$ cat config.mk
export PLATFORM = sky130hd
export DESIGN_NAME = vga_timing
export DESIGN_NICKNAME = d
export VERILOG_FILES = /design/src/rtl/vga_timing.sv
export SDC_FILE = /design/constraint.sdc
export NUM_CORES = 1
export LEC_CHECK = 0
export ABC_AREA = 1
export CELL_PAD_IN_SITES_DETAIL_PLACEMENT = 1
export CELL_PAD_IN_SITES_GLOBAL_PLACEMENT = 1
export CORE_ASPECT_RATIO = 1.5
export CORE_MARGIN = 1
export CORE_UTILIZATION = 45
export DETAILED_ROUTE_END_ITERATION = 8
export DONT_BUFFER_PORTS = 1
export GPL_TIMING_DRIVEN = 1
export PLACE_DENSITY_LB_ADDON = 0.1
export SKIP_LAST_GASP = 1
export SYNTH_ARGS = -nofsm -noshare
export SYNTH_HDL_FRONTEND = slang
export SYNTH_SLANG_ARGS = --single-unit
$ cat constraint.sdc
create_clock -name input_clk -period 2.1 [get_ports input_clk]
set_input_delay 0.105 -clock input_clk [delete_from_list [all_inputs] [get_ports input_clk]]
set_output_delay 0.105 -clock input_clk [all_outputs]
set_load 0.02 [all_outputs]
$ cat src/rtl/vga_timing.sv
// VGA raster timing: pixel clock-enable, syncs, active-video flag and x/y counters.
// Every output is registered and decoded from the next-state counters, so they all describe the same pixel.
module vga_timing #(
   parameter int H_ACTIVE  = 640,
   parameter int H_FP      = 16,
   parameter int H_SYNC    = 96,
   parameter int H_BP      = 48,
   parameter int V_ACTIVE  = 480,
   parameter int V_FP      = 10,
   parameter int V_SYNC    = 2,
   parameter int V_BP      = 33,
   parameter int CLK_DIV   = 2,
   parameter bit HSYNC_POL = 1'b0,
   parameter bit VSYNC_POL = 1'b0
) (
   input  logic        input_clk,
   input  logic        reset,
   output logic        pix_ce,
   output logic        hsync,
   output logic        vsync,
   output logic        active,
   output logic [10:0] x,
   output logic [10:0] y,
   output logic        line_start,
   output logic        frame_start
);

   localparam int H_TOTAL = H_ACTIVE + H_FP + H_SYNC + H_BP;
   localparam int V_TOTAL = V_ACTIVE + V_FP + V_SYNC + V_BP;

   localparam logic [10:0] H_LAST  = 11'(H_TOTAL - 1);
   localparam logic [10:0] V_LAST  = 11'(V_TOTAL - 1);
   localparam logic [10:0] H_VIS   = 11'(H_ACTIVE);
   localparam logic [10:0] V_VIS   = 11'(V_ACTIVE);
   localparam logic [10:0] HS_BEG  = 11'(H_ACTIVE + H_FP);
   localparam logic [10:0] HS_END  = 11'(H_ACTIVE + H_FP + H_SYNC);
   localparam logic [10:0] VS_BEG  = 11'(V_ACTIVE + V_FP);
   localparam logic [10:0] VS_END  = 11'(V_ACTIVE + V_FP + V_SYNC);
   localparam logic [3:0]  DIV_LAST = 4'(CLK_DIV - 1);

   logic [3:0]  div;
   logic        tick;
   logic [10:0] x_nxt;
   logic [10:0] y_nxt;

   assign tick = (div == DIV_LAST);

   always_comb begin
      x_nxt = x;
      y_nxt = y;
      if (tick) begin
         if (x == H_LAST) begin
            x_nxt = 11'd0;
            y_nxt = (y == V_LAST) ? 11'd0 : y + 11'd1;
         end else begin
            x_nxt = x + 11'd1;
         end
      end
   end

   // Reset parks the counters on the last back-porch pixel so the first tick lands on (0,0).
   always_ff @(posedge input_clk or posedge reset) begin
      if (reset) begin
         div         <= 4'd0;
         x           <= H_LAST;
         y           <= V_LAST;
         pix_ce      <= 1'b0;
         active      <= 1'b0;
         line_start  <= 1'b0;
         frame_start <= 1'b0;
         hsync       <= ~HSYNC_POL;
         vsync       <= ~VSYNC_POL;
      end else begin
         div         <= tick ? 4'd0 : div + 4'd1;
         x           <= x_nxt;
         y           <= y_nxt;
         pix_ce      <= tick;
         active      <= (x_nxt < H_VIS) && (y_nxt < V_VIS);
         line_start  <= (x_nxt == 11'd0);
         frame_start <= (x_nxt == 11'd0) && (y_nxt == 11'd0);
         hsync       <= (x_nxt >= HS_BEG && x_nxt < HS_END) ? HSYNC_POL : ~HSYNC_POL;
         vsync       <= (y_nxt >= VS_BEG && y_nxt < VS_END) ? VSYNC_POL : ~VSYNC_POL;
      end
   end

endmodule

==> results of run 1 <==
## state kept, by name (all words and copies together) (netlist names)
signal,count
active,1
div,4
frame_start,1
hsync,1
line_start,1
pix_ce,1
vsync,1
x,11
y,11
## timing repair
item	CTS	global route
gates resized for setup	0	9
hold buffers	1	0
setup endpoints to repair	0	4
buffers inserted	0	1
hold endpoints to repair	20	0
## tightest hold or removal path, cell delays in order
cell and delay [ps]:
dlygate4sd3_1 530, inv_1 50, buf_4 370
## report_power, final
part	internal, W	switching [W]
combinational	0.00000260	0.0000122
clock	0.000225	0.000226
sequential	0.000618	0
total	0.000845	0.000238
## final timing paths
check / start / to / slack, ps / cells after the start
min in group input_clk: div[3] / div[3] / 520 / 1
setup / recovery: x[0] / frame_start / 120 / 11
max in group asynchronous: reset / y[9] / 1420 / 3
hold reg to reg: div[3] / div[3] / 520 / 1
hold / removal: reset / frame_start / 340 / 3
setup reg to reg: x[0] / frame_start / 120 / 11
## area by class of cell
class | count | area [sq um]
flip-flops and latches | 32 | 816
multi-input cells | 185 | 991
fillers | 562 | 1860
clock buffers | 6 | 72.6
well taps | 46 | 57.6
repair buffers | 31 | 235
inverters | 56 | 211
clock inverters | 1 | 5.00
## metrics by stage
stage | cells | setup TNS, ps | setup WS [ps] | utilization, %
finish | 357 | 0 | 123 | 56.3
global placement | 348 | 0 | 154 | 53.3
global route | 357 | -48.9 | -29.4 | 56.3
CTS | 356 | 0 | 35.5 | 55.3
detailed placement | 348 | 0 | 40.3 | 53.3
floorplan | 275 | 0 | 303 | -
## layer usage
metal / global-route usage, % / up-vias / share of wire (%)
li1: - / 927 / -
met1: 26.6 / 882 / 38
met2: 50.3 / 29 / 58
met3: 3.72 / 11 / 2.3
met4: 9.98 / 0 / 2.1
met5: 0 / - / 0
## placed cells by master (no fill, tap or decap), types with 3 or more instances in the layout
| cell | netlist | routed |
|---|---|---|
| nand3_1 | 27 | 26 |
| nand2_1 | 64 | 64 |
| clkbuf_8 | 0 | 5 |
| nand4_1 | 12 | 12 |
| nand3_2 | 6 | 5 |
| nor3_1 | 3 | 3 |
| inv_1 | 47 | 47 |
| o21ai_1 | 4 | 6 |
| ha_1 | 3 | 3 |
| nor2_2 | 3 | 5 |
| inv_2 | 6 | 6 |
| a21oi_1 | 3 | 3 |
| nor2_1 | 39 | 36 |
| nand2_2 | 4 | 4 |
| o21ai_0 | 6 | 4 |
| buf_4 | 1 | 30 |
| dfrtp_1 | 20 | 20 |
| dfstp_2 | 12 | 12 |
## cells by family (layout without fill, tap and decap cells)
kind of cell               Yosys count  count (layout)  synth area share, %
xor gates and xnor gates             3               3                 2.06
adders and majority gates            3               3                 1.87
DFF                                 32              32                 40.7
buffers and inverters               58              94                 11.5
AOI/OAI and AO/OA                   17              17                 4.81
and+or+nand+nor                    162             162                 39.1
==> impl_metrics.tcl, run 1 <==
set metrics [dict create \
    cp.arrival_ps 2160 \
    leakagePower_nw 1.32 \
    dpl.hpwl_microns 4490 \
    syn_to_final_growth_pct 19.2 \
    synth_flop_cell "dfrtp_1" \
    grt_overflow 0 \
    start_util_pct 47.2 \
    yosysSeqAreaShare_pct 40.7 \
    synth-async-reset-ratio_pct 100 \
    crit_path_max_incr_delay_ps 540 \
    drv_slew 0 \
    setup_viol_count_final 0 \
    path_delay_family "simple AND/OR/NAND/NOR gates" \
    final_hold_viol_count 0 \
    dr.pass1.iters 4 \
    synth_area_sq_um 2000 \
    cellPowerDensity_nw_per_um2 453 \
    total_power_w 0.00108 \
    end_kind "flip-flop" \
    io_pins 30 \
    synth_common_cells "64 x nand2_1, 47 x inv_1, 39 x nor2_1" \
    die_width_microns 56.5 \
    yosys.area.top_type_share_pct 25.0 \
    vias 1849 \
    synth_fp_nets 280 \
    grt_max_degree 33 \
    synth_cells 275 \
    grt_first_pass_wirelength_microns 9290 \
    rows 29 \
    maxCapViolCount 0 \
    clockRootBuffer "clkbuf_8" \
    cts_max_path_buffers 2 \
    cts_tree "built" \
    hold_class "input pin to asynchronous set/reset pin" \
    cpMaxStageDelayCell "dfstp_2" \
    cp.buffers_inverters 1 \
    synth.most_common_cell "nand2_1" \
    clock.fmax_ghz 0.506 \
    dpl-instance-area_sq_um 2260 \
    grt_pass1_vias 2026 \
    clk_latency_ps 290 \
    port-buffer-count 0 \
    die_area_sq_um 4730 \
    antenna_found_initial 0 \
    drc 0 \
    crit_top_cell "nand2_1" \
    max_slew_margin_pct 72.2 \
    initialDrtViolationCount 53 \
    htree_levels 2 \
    period_needed_ps 1980 \
    numCtsBuffers 5 \
    netlist-cell-type-count 30 \
    drive_gt1_share_pct 25.4 \
    status "complete, no violations" \
    ys_ff_latch 32 \
    yosys-top-cells-area "dfrtp_1 25%, dfstp_2 16%, nand2_1 12%" \
    yosysTopAreaCell "dfrtp_1" \
    vias_per_cell 5.18 \
    cp_max_fo 3 \
    path_cells "ha_1 > nand2_1 > nor2_2 > buf_4 > nand3_2 > o21ai_1 > nand3_2 > nand2_1 > nor2_1 > nand2_1 > nor2_1" \
    postRouteAntennaNets 0 \
    grt_usage_pct 25.9 \
    design.core.area_sq_um 4250 \
    timing.final.crit_share_pct 94.2 \
    ys.warnings.count 0 \
    synth_edf_count 0 \
    nNetsFinal 316 \
    post_drt_wl_per_cell_microns 15.7 \
    clkSlewWorstSetupHoldPaths_ps 70 \
    crit_required_ps 2280 \
    clock-skew-final_ps 8.25 \
    clock_sinks 32 \
    ir_worst_vdd_uv 419 \
    critPathKind "flip-flop to flip-flop" \
    place_congestion 0.863 \
    fp.dieH_microns 83.7 \
    start_kind "flip-flop" \
    worst_pin_slew_ps 416 \
    diodes 0 \
    final_cell_area_sq_um 2390 \
    synth.avg_cell_area_sq_um 7.29 \
    routed_wl_microns 5620 \
    timing.hold.ws_ps 337 \
]
Note: power is estimated with default switching activity, not from simulation.
==> run 2: changes to the inputs <==
--- a/config.mk
+++ b/config.mk
@@ -10,9 +10,10 @@
 export CELL_PAD_IN_SITES_GLOBAL_PLACEMENT = 1
 export CORE_ASPECT_RATIO = 1.5
 export CORE_MARGIN = 1
-export CORE_UTILIZATION = 45
+export CORE_UTILIZATION = 41
 export DETAILED_ROUTE_END_ITERATION = 8
 export DONT_BUFFER_PORTS = 1
+export GPL_ROUTABILITY_DRIVEN = 0
 export GPL_TIMING_DRIVEN = 1
 export PLACE_DENSITY_LB_ADDON = 0.1
 export SKIP_LAST_GASP = 1
==> constraint.sdc (replaced) <==
create_clock -name input_clk -period 1.7 [get_ports input_clk]
set_input_delay 0.085 -clock input_clk [delete_from_list [all_inputs] [get_ports input_clk]]
set_output_delay 0.085 -clock input_clk [all_outputs]
set_load 0.02 [all_outputs]
==> run 2 against run 1 <==
Against the previous run:
- the run now ends with setup timing left
- non-clock buffer count up 64
- setup slack worse by 540 ps
- worst hold slack better by 17 ps
- flip-flop and latch count unchanged
- clock power increased by 90%
- utilization rose by 13 points
- count of clock-buffer cells in the layout rose by 1
- sequential share of layout area shrank 8.5 points
- die area grew 9.5%
- combinational power up 33%
- routed wire length increased by 100%
- total power increased by 51%
- critical path type unchanged
- largest power group is now the clock network
- highest routed layer unchanged
==> impl_metrics.tcl, run 2 (same netlist as run 1, synthesis figures left out) <==
set metrics [dict create \
    status "complete, but fails checks" \
    violations "setup timing" \
    grt_setup_unrepaired "yes" \
    fill_cells 554 \
    drive_gt1_share_pct 48.9 \
    rows 30 \
    cellPowerDensity_nw_per_um2 515 \
    crit_path_max_incr_delay_ps 580 \
    vias_per_cell 5.87 \
    grt_pass1_vias 2727 \
    grtUsageMet3_pct 8.12 \
    syn_to_final_growth_pct 58.7 \
    routed_wl_microns 11500 \
    clock_sinks 32 \
    clock-skew-final_ps 12.9 \
    start_kind "flip-flop" \
    io_pins 30 \
    final_cell_mix "89 x buf_4, 54 x nand2_1, 44 x inv_1" \
    critPathKind "flip-flop to flip-flop" \
    die_width_microns 59.1 \
    clock.fmax_ghz 0.473 \
    diodes 0 \
    post_drt_wl_per_cell_microns 26.0 \
    end_kind "flip-flop" \
    cts_tree "built" \
    antenna_found_initial 0 \
    cpMaxStageDelayCell "dfstp_2" \
    clockRootBuffer "clkbuf_8" \
    die_area_sq_um 5180 \
    period_needed_ps 2110 \
    htree_levels 2 \
    clk_latency_ps 310 \
    maxCapViolCount 0 \
    design.core.area_sq_um 4620 \
    postRouteAntennaNets 0 \
    grt_first_pass_wirelength_microns 14500 \
    dr.pass1.iters 5 \
    drv_slew 0 \
    grt_overflow 0 \
    grt_usage_pct 39.6 \
    final_common_cell "buf_4" \
    timing.final.crit_share_pct 124 \
    fp.dieH_microns 87.6 \
    cp.arrival_ps 2340 \
    grt_max_degree 33 \
    gr-max-usage-layer "met2" \
    crit_required_ps 1930 \
    drc 0 \
    hold_class "input pin to asynchronous set/reset pin" \
    cp_max_fo 6 \
    cts_max_path_buffers 2 \
    leakagePower_nw 1.70 \
    worst_pin_slew_ps 440 \
    initialDrtViolationCount 256 \
    start_util_pct 43.4 \
    use_met1_pct 40.9 \
    final_util_pct 68.9 \
    reg.largest.list "x: 11 flops, y: 11 flops, div: 4 flops" \
    dpl-instance-area_sq_um 2770 \
    numCtsBuffers 5 \
    clkSlewWorstSetupHoldPaths_ps 80 \
    path_delay_family "simple AND/OR/NAND/NOR gates" \
    final_cell_area_sq_um 3180 \
    path_cells "ha_4 > nand2_4 > nor2_4 > nand3_4 > nor2_4 > o21ai_1 > nand2_1 > nand3_2 > nor2_1 > nand3_1 > nor2_1" \
    final_hold_viol_count 0 \
    nNetsFinal 380 \
    setup_tns_ps -3350 \
    max_slew_margin_pct 70.7 \
    setup_viol_count_final 21 \
    vias 2581 \
    ir_worst_vdd_uv 523 \
    cp.buffers_inverters 0 \
    met2_usage_pct 70.9 \
    dpl.hpwl_microns 5180 \
    port-buffer-count 0 \
    finalWorstSetupSlack_ps -414 \
]
-- run 2: per-layer routing --
layer / routed length, microns / vias up
met2: 5860 / 184
met5: 0 / -
met3: 835 / 92
met4: 998 / 0
met1: 3770 / 1241
li1: - / 1064
-- run 2: metrics by stage --
stage               total power [W]  cells  setup WS (ps)  hold slack, ps
CTS                         0.00160    435           -241             342
global route                0.00166    440           -483             383
finish                      0.00164    440           -414             354
global placement           0.000793    423           -275            79.6
detailed placement         0.000794    423           -329            94.4
floorplan                  0.000787    275          -55.4             192
-- run 2: worst min-delay path: stages --
cell and delay, ps:
dlygate4sd3_1 540, inv_1 70, buf_4 390
-- run 2: layout make-up --
cell class,instances,area (sq um),area share (%)
clock buffers,7,96.3,3.03
clock inverters,1,30.0,0.944
inverters,56,214,6.72
multi-input cells,185,1200,37.8
flip-flops and latches,32,817,25.7
well taps,64,80.1,2.52
repair buffers,95,743,23.4
-- run 2: final timing paths --
| check | end | slack, ps | startpoint | cells past startpoint |
|---|---|---|---|---|
| setup / recovery | frame_start | -410 | x[1] | 11 |
| hold / removal | x[6] | 350 | reset | 3 |
| setup reg to reg | frame_start | -410 | x[1] | 11 |
| hold reg to reg | div[0] | 630 | div[0] | 2 |
| max in group asynchronous | vsync | 990 | reset | 3 |
| min in group input_clk | div[0] | 630 | div[0] | 2 |
-- run 2: timing repair --
item,CTS,global route
pin swaps,15,13
gates cloned,0,0
hold endpoints to repair,20,0
endpoints found under the setup margin,14,21
gates resized for setup,23,34
hold buffers,1,0
setup buffers,3,5
-- run 2: power by group --
part	internal, W	switching (W)
logic	0.00000322	0.0000165
registers	0.000762	0
clock network	0.000518	0.000339
total	0.00128	0.000356
